===== src/rtl/snn_out_pkg.sv =====
// Shared sizing for the spike return path: frame geometry and the zero-padded frame type.
package snn_out_pkg;

  function automatic int words_per_frame(input int n, input int w);
    return (n + w - 1) / w;
  endfunction

  localparam int NUM_OUTPUT_P = 250;
  localparam int WORD_W_P     = 32;
  localparam int WPF_P        = words_per_frame(NUM_OUTPUT_P, WORD_W_P);

  typedef logic [WPF_P*WORD_W_P-1:0] spike_frame_t;

endpackage


===== src/rtl/spike_frame_fifo.sv =====
// Frame-wide FIFO; occupancy is tracked by level so wrapped pointers never need comparing.
module spike_frame_fifo #(
  parameter int FRAME_W = 256,
  parameter int DEPTH   = 4
) (
  input  logic                     clk,
  input  logic                     sys_rst,
  input  logic                     push,
  input  logic [FRAME_W-1:0]       push_data,
  input  logic                     pop,
  output logic [FRAME_W-1:0]       head,
  output logic [$clog2(DEPTH):0]   level
);
  localparam int PW = $clog2(DEPTH);
  localparam int LW = PW + 1;

  logic [FRAME_W-1:0] mem [DEPTH];
  logic [PW-1:0]      wr_ptr;
  logic [PW-1:0]      rd_ptr;

  always_ff @(posedge clk) begin
    if (push) mem[wr_ptr] <= push_data;
  end

  // DEPTH is a power of two, so natural pointer overflow is the mod-DEPTH wrap.
  always_ff @(posedge clk) begin
    if (sys_rst) begin
      wr_ptr <= '0;
      rd_ptr <= '0;
      level  <= '0;
    end else begin
      if (push) wr_ptr <= wr_ptr + PW'(1);
      if (pop)  rd_ptr <= rd_ptr + PW'(1);
      level <= level + LW'(push) - LW'(pop);
    end
  end

  assign head = mem[rd_ptr];

endmodule


===== src/rtl/spike_out_collector.sv =====
// Captures one spike frame per tick_ready rising edge and streams it to the host as WORD_W-bit words.
module spike_out_collector
  import snn_out_pkg::*;
#(
  parameter int NUM_OUTPUT = NUM_OUTPUT_P,
  parameter int WORD_W     = WORD_W_P,
  parameter int DEPTH      = 4
) (
  input  logic                    clk,
  input  logic                    sys_rst,
  input  logic                    tick_ready,
  input  logic                    spike_en,
  input  logic [NUM_OUTPUT-1:0]   spike_out,
  output logic                    m_valid,
  input  logic                    m_ready,
  output logic [WORD_W-1:0]       m_data,
  output logic                    m_last,
  output logic [15:0]             frame_cnt,
  output logic [15:0]             drop_cnt,
  output logic                    overflow,
  output logic [$clog2(DEPTH):0]  level
);
  localparam int WPF     = words_per_frame(NUM_OUTPUT, WORD_W);
  localparam int FRAME_W = WPF * WORD_W;
  localparam int IW      = (WPF > 1) ? $clog2(WPF) : 1;
  localparam logic [IW-1:0] LAST_IDX = IW'(WPF - 1);

  logic               tick_d;
  logic [IW-1:0]      word_idx;
  logic               rise, full, xfer, pop_last, capture, drop;
  logic [FRAME_W-1:0] frame_in;
  logic [FRAME_W-1:0] head;

  always_comb begin
    frame_in = '0;
    frame_in[NUM_OUTPUT-1:0] = spike_out;
  end

  // Stream handshake: a word moves on any clk edge with m_valid & m_ready; while
  // m_valid=1 and m_ready=0 the word and m_last hold, and m_valid never drops
  // until the word is taken (or reset).
  assign rise     = tick_ready & ~tick_d;
  assign full     = (level == ($clog2(DEPTH)+1)'(DEPTH));
  assign m_valid  = (level != '0);
  assign m_last   = m_valid & (word_idx == LAST_IDX);
  assign xfer     = m_valid & m_ready;
  assign pop_last = xfer & (word_idx == LAST_IDX);
  // A pop of the last word frees a slot in the same cycle, so a full FIFO still captures.
  assign capture  = rise & spike_en & (~full | pop_last);
  assign drop     = rise & spike_en & full & ~pop_last;
  assign m_data   = head[int'(word_idx)*WORD_W +: WORD_W];

  spike_frame_fifo #(
    .FRAME_W (FRAME_W),
    .DEPTH   (DEPTH)
  ) u_fifo (
    .clk       (clk),
    .sys_rst   (sys_rst),
    .push      (capture),
    .push_data (frame_in),
    .pop       (pop_last),
    .head      (head),
    .level     (level)
  );

  always_ff @(posedge clk) begin
    if (sys_rst) begin
      tick_d    <= 1'b0;
      word_idx  <= '0;
      frame_cnt <= '0;
      drop_cnt  <= '0;
      overflow  <= 1'b0;
    end else begin
      tick_d <= tick_ready;
      if (xfer) word_idx <= pop_last ? '0 : word_idx + IW'(1);
      if (capture) frame_cnt <= frame_cnt + 16'd1;
      if (drop) begin
        if (drop_cnt != 16'hFFFF) drop_cnt <= drop_cnt + 16'd1;
        overflow <= 1'b1;
      end
    end
  end

endmodule


===== config.mk =====
export PLATFORM = sky130hd
export DESIGN_NAME = spike_out_collector
export DESIGN_NICKNAME = d
export VERILOG_FILES = /design/src/rtl/snn_out_pkg.sv /design/src/rtl/spike_frame_fifo.sv /design/src/rtl/spike_out_collector.sv
export SDC_FILE = /design/constraint.sdc
export NUM_CORES = 1
export LEC_CHECK = 0
export ABC_AREA = 1
export CELL_PAD_IN_SITES_DETAIL_PLACEMENT = 2
export CELL_PAD_IN_SITES_GLOBAL_PLACEMENT = 2
export CORE_MARGIN = 4
export CORE_UTILIZATION = 40
export CTS_CLUSTER_DIAMETER = 30
export DETAILED_ROUTE_END_ITERATION = 8
export MAX_ROUTING_LAYER = met4
export PLACE_DENSITY = 0.77
export SYNTH_ARGS = -nofsm -noshare
export SYNTH_HDL_FRONTEND = slang
export SYNTH_HIERARCHICAL = 1
export SYNTH_SLANG_ARGS = --single-unit

===== constraint.sdc =====
create_clock -name clk -period 9.6 [get_ports clk]
set_clock_uncertainty 0.2 [all_clocks]
set_input_delay 1.92 -clock clk [delete_from_list [all_inputs] [get_ports clk]]
set_output_delay 1.92 -clock clk [all_outputs]
set_load 0.01 [all_outputs]

==> flow_summary.toml, run 1 <==
[outcome]
status = "complete, no violations"

[floorplanning]
die-area_sq_um = 113000
dieWidth_um = 337
floorplan.initialDensity_pct = 40.3
num_io_pins = 325
coreArea_sq_um = 107000
row_count = 120
die_h_um = 337

[synth]
synth.avg_cell_area_sq_um = 12.2
ys_ff_latch = 1070
synth_edf_count = 1024
ys_top_cells_by_area = "edfxtp_1 71%, nor2_1 8.0%, o21ai_1 4.9%"
synthFlopType = "edfxtp_1"
synth.distinct_cells = 36
synth.yosys.seq_area_share_pct = 73.3
synthCells = 3538
yosysWarningCount = 6
synth_area_sq_um = 43200
async_reset_ff_share_pct = 0
yosysTopAreaCellShare_pct = 71.2
yosysTopAreaCell = "edfxtp_1"

[timing]
fin_crit_sh_pct = 75.0
slew_violations = 0
whs_ns = 0.278
setup_violations = 0
fin_tns_setup_ns = 0
slew_headroom_pct = 25.3
finalHoldViolations = 0
tightest_slew_ns = 1.12
max_freq_mhz = 139
finalCriticalPeriod_ns = 7.20
rsz0062_at_grt = "no"

[worst_setup_path]
cp-end-kind = "output pin"
crit_type = "flip-flop to output pin"
reg2reg_slack_ns = 4.82
r2r-start = "word_idx[2]"
critPathArrivalTime_ns = 5.08
rr_worst_depth = 8
crit_fanout = 136
required_ns = 7.48
critPathLaunchType = "flip-flop"

[min_path]
holdPathStages = 2
hold_start = "overflow"
hold_path_class = "flip-flop to flip-flop"

[finish]
final_area_sq_um = 56000
drive_gt1_share_pct = 11.1
fin_cells = 5628
areaGrowthSynthToFinish_pct = 29.7
fin_nets = 4207
num-fill-cells = 10100

[power]
ir_worst_vdd_v = 0.000186
leakagePower_uw = 0.0193
p_per_area_nw_per_um2 = 259

[global_route]
antenna_found_initial = 71
grt_pass1_wl_um = 243000
grt_pass1_vias = 35000
grt.total_usage_pct = 30.1
grt_max_degree = 185
overflow = 0

[flow_run]
drv_cap = 0

[route]
drt_iter0_drc = 3010
dr.pass1.iters = 5
drt-total-wl_um = 173000
vias = 31700
vias_per_cell = 5.64
ant_nets = 0
drc = 0
routedWlPerCell_um = 30.7

[clock_network]
worstSkewPairLatency_ns = 0.80
holdBufCountCts = 0
clockBufferDepth = 3
post_cts_buffers = 0
cts.sinks = 1070
cts_tree = "built"
h-tree-depth = 4
clockRootBuffer = "clkbuf_16"
cts_made_buffers = 239
path_clk_slew_ns = 0.07
cts_resized = 0

[placement]
portBuffers = 324
place_hpwl_um = 91200
dpl-instance-area_sq_um = 47500
gp_congestion = 0.782
dpl.cell_count = 5103
==> cells by family after synthesis <==
logic type | after synthesis | share of synthesized area [%]
compound gates | 925 | 10.9
mux | 64 | 1.48
buf+inv | 283 | 3.27
xor+xnor | 6 | 0.122
other cells | 1 | 0.00868
simple gates | 1178 | 10.6
flops | 1070 | 73.3
fa+ha+maj | 11 | 0.336
==> placed cells by master, fill, tap and decap left out, types with 64 or more instances in the layout <==
cell / instances
o22ai_1: 64
mux2i_1: 64
diode_2: 69
edfxtp_1: 1024
o21ai_0: 414
o21ai_1: 424
nor2_1: 921
clkdlybuf4s50_1: 324
clkbuf_16: 241
nand2_1: 205
==> metal layers <==
metal / GRT usage, % / up-vias / routed length, um
met3: 7.60 / 286 / 11500
met1: 35.1 / 16600 / 67900
met4: 13.8 / 0 / 6110
li1: - / 13700 / -
met5: - / - / 0
met2: 49.3 / 1253 / 87600
==> path summary, 6_finish.rpt <==
path                              to
setup / recovery          m_data[19]
hold / removal              overflow
setup reg to reg  u_fifo/mem[0][152]
hold reg to reg             overflow
==> power breakdown <==
group          leakage (uW)  switching (uW)  total (uW)  internal (uW)
Clock               0.00398            2970        8560           5600
Sequential          0.00964            51.1        5280           5230
Combinational       0.00568             456         688            232
==> critical path: stages, from the launching register on <==
cell and delay (ns):
dfxtp_1 0.40, inv_8 0.55, buf_4 0.67, buf_4 0.69, o21ai_1 0.19, o21ai_1 0.17, nor2_1 0.07, o22ai_1 0.38
nand2_1 0.16, nand2_1 0.16, clkdlybuf4s50_1 0.68
==> synthesized netlist by cell type (2+ instances only) <==
library cell,number
buf_6,27
a21oi_1,18
mux2i_1,64
inv_2,7
nor3_1,3
edfxtp_1,1024
xor2_1,5
nor2_1,921
o21ai_0,414
o22ai_1,64
ha_1,10
nand4_1,4
clkbuf_1,92
nor2_2,2
inv_1,55
clkbuf_2,4
nor2_4,4
buf_2,75
nand2_1,205
nand2_2,5
nand2_4,3
nand3_2,4
o21ai_1,424
dfxtp_1,46
nand3_1,26
buf_4,9
buf_1,11
a211oi_1,3
a31oi_1,2
==> state kept, by name, indices dropped and copies added (netlist names), named ones only <==
register	count
drop_cnt	16
overflow	1
u_fifo/level	3
tick_d	1
u_fifo/rd_ptr	2
word_idx	3
frame_cnt	16
u_fifo/wr_ptr	2
u_fifo/mem	1024
==> layout make-up <==
cell class	instances	area [sq um]	share of cell area [%]
antenna	69	173	0.308
clock buffer	264	6120	10.9
clock inverter	192	2210	3.95
inverter	64	297	0.529
multi-input combinational	2208	10200	18.2
sequential	1070	31700	56.5
tap	1403	1760	3.13
timing repair buffer	358	3590	6.40
==> metrics by stage <==
step           util, %  setup slack (ns)  total power [uW]
2_1_floorplan        -              1.31              5590
3_3_place_gp      44.3              3.53              5970
3_5_place_dp      44.3              3.37              6010
4_1_cts           52.1              2.37             14600
5_1_grt           52.3              2.19             14900
6_report          52.3              2.40             14500
(Power assumes the default switching activity.)
==> inputs of run 2 (changes only) <==
Clock period 9.6 ns to 7.2 ns, I/O delays scaled along.
==> flow_summary.toml, run 2 (synthesized netlist as in run 1, its figures left out) <==
[route]
drt-total-wl_um = 175000
vias_per_cell = 5.70
vias = 32000
drt_iter0_drc = 3245
ant_nets = 0
routedWlPerCell_um = 31.2
drc = 0
dr.pass1.iters = 5

[clock_network]
cts_tree = "built"
clockBufferDepth = 3
cts.sinks = 1070
cts_resized = 0
worstSkewPairLatency_ns = 0.84
clockRootBuffer = "clkbuf_16"
cts_made_buffers = 235
h-tree-depth = 4
holdBufCountCts = 0
path_clk_slew_ns = 0.06
post_cts_buffers = 0

[timing]
finalCriticalPeriod_ns = 6.59
fin_crit_sh_pct = 91.5
slew_headroom_pct = 23.5
tightest_slew_ns = 1.15
setup_violations = 0
fin_tns_setup_ns = 0
max_freq_mhz = 152
finalHoldViolations = 0
rsz0062_at_grt = "no"
slew_violations = 0

[floorplanning]
num_io_pins = 325
die_h_um = 337
dieWidth_um = 337
row_count = 120
floorplan.initialDensity_pct = 40.3
coreArea_sq_um = 107000
die-area_sq_um = 113000

[outcome]
status = "complete, no violations"

[placement]
portBuffers = 324
place_hpwl_um = 94900
dpl.cell_count = 5113
gp_congestion = 0.799

[finish]
drive_gt1_share_pct = 11.2
largest_reg_flops = 1024
areaGrowthSynthToFinish_pct = 30.1
top_register = "u_fifo/mem"
final_cell_mix = "1024 x edfxtp_1, 921 x nor2_1, 424 x o21ai_1, 414 x o21ai_0, 324 x clkdlybuf4s50_1"
largestRegisters = "u_fifo/mem x1024, drop_cnt x16, frame_cnt x16"
fin_nets = 4213
final_common_cell = "edfxtp_1"
fin_cells = 5610

[power]
p_per_area_nw_per_um2 = 345
ir_worst_vdd_v = 0.000249
leakagePower_uw = 0.0194

[worst_setup_path]
critPathBufInv = 3
required_ns = 5.56
cp-end-kind = "output pin"
slowest_delay_ns = 0.62
crit_type = "flip-flop to output pin"
crit_top_cell = "nand2_1"
crit_fanout = 221
slowest_stage = "o22ai_1"
critical_path.top_delay_family = "buffers and inverters"
crit_chain = "inv_16, buf_4, o21ai_0, o21ai_1, mux2i_1, o22ai_1, nand2_1, nand2_1, clkdlybuf4s50_1"
critPathArrivalTime_ns = 4.95
critPathLaunchType = "flip-flop"

[global_route]
grt_max_degree = 222
grt_pass1_vias = 35000
grt.total_usage_pct = 30.9
antenna_found_initial = 50
grt_pass1_wl_um = 248000
overflow = 0

[flow_run]
drv_cap = 0

[min_path]
hold_path_class = "flip-flop to flip-flop"
-- run 2: cell count changes in the layout (fill, tap and decap cells not counted), moves of 7 or more --
cell / change
diode_2: -18
buf_12: +13
bufinv_16: +7
clkinv_2: +7
-- run 2: area by class of cell --
class                   count  area (sq um)
fillers                 10100         51000
flip-flops and latches   1070         31700
multi-input cells        2208         10200
clock buffers             261          6000
repair buffers            368          3820
clock inverters           185          2310
well taps                1403          1760
inverters                  64           282
diodes                     51           128
-- run 2: final timing paths --
| check | slack, ns | cells past startpoint | to | start |
|---|---|---|---|---|
| worst min register to register | 0.30 | 2 | overflow | overflow |
| worst max-delay path | 0.61 | 9 | m_data[19] | flip-flop |
| worst max register to register | 2.10 | 10 | u_fifo/mem[1][184] | word_idx[0] |
| worst min-delay path | 0.30 | 2 | overflow | overflow |
-- run 2: per-layer routing --
metal / global-route usage [%] / vias up / share of wire, %
met3: 7.06 / 299 / 7.1
li1: - / 13600 / -
met4: 11.2 / 0 / 3.2
met2: 52.2 / 1316 / 51
met5: - / - / 0
met1: 36.4 / 16700 / 39
-- run 2: worst reg2reg max path, delay by kind of cell, from the launching register on --
family        cells  cell delay, ns
simple gates      4            0.97
flops             1            0.66
fa+ha+maj         2            0.56
buf+inv           4            2.13
-- run 2: where the power goes --
group | internal, uW | switching (uW)
sequential | 6970 | 69.3
combinational | 314 | 603
clock | 7570 | 3870
-- run 2: metrics by stage --
stage                     setup WS (ns)  instance area [sq um]  power (uW)  utilization, %  hold slack, ns
final                             0.611                  56200       19400            52.4           0.300
after global routing              0.587                  56200       19900            52.4           0.350
after CTS                         0.823                  56100       19500            52.3           0.311
after detailed placement           1.93                  47800        8010            44.5           0.291
after global placement             1.95                  47800        7960            44.5           0.269
after floorplan                   0.839                  43300        7450               -           0.275
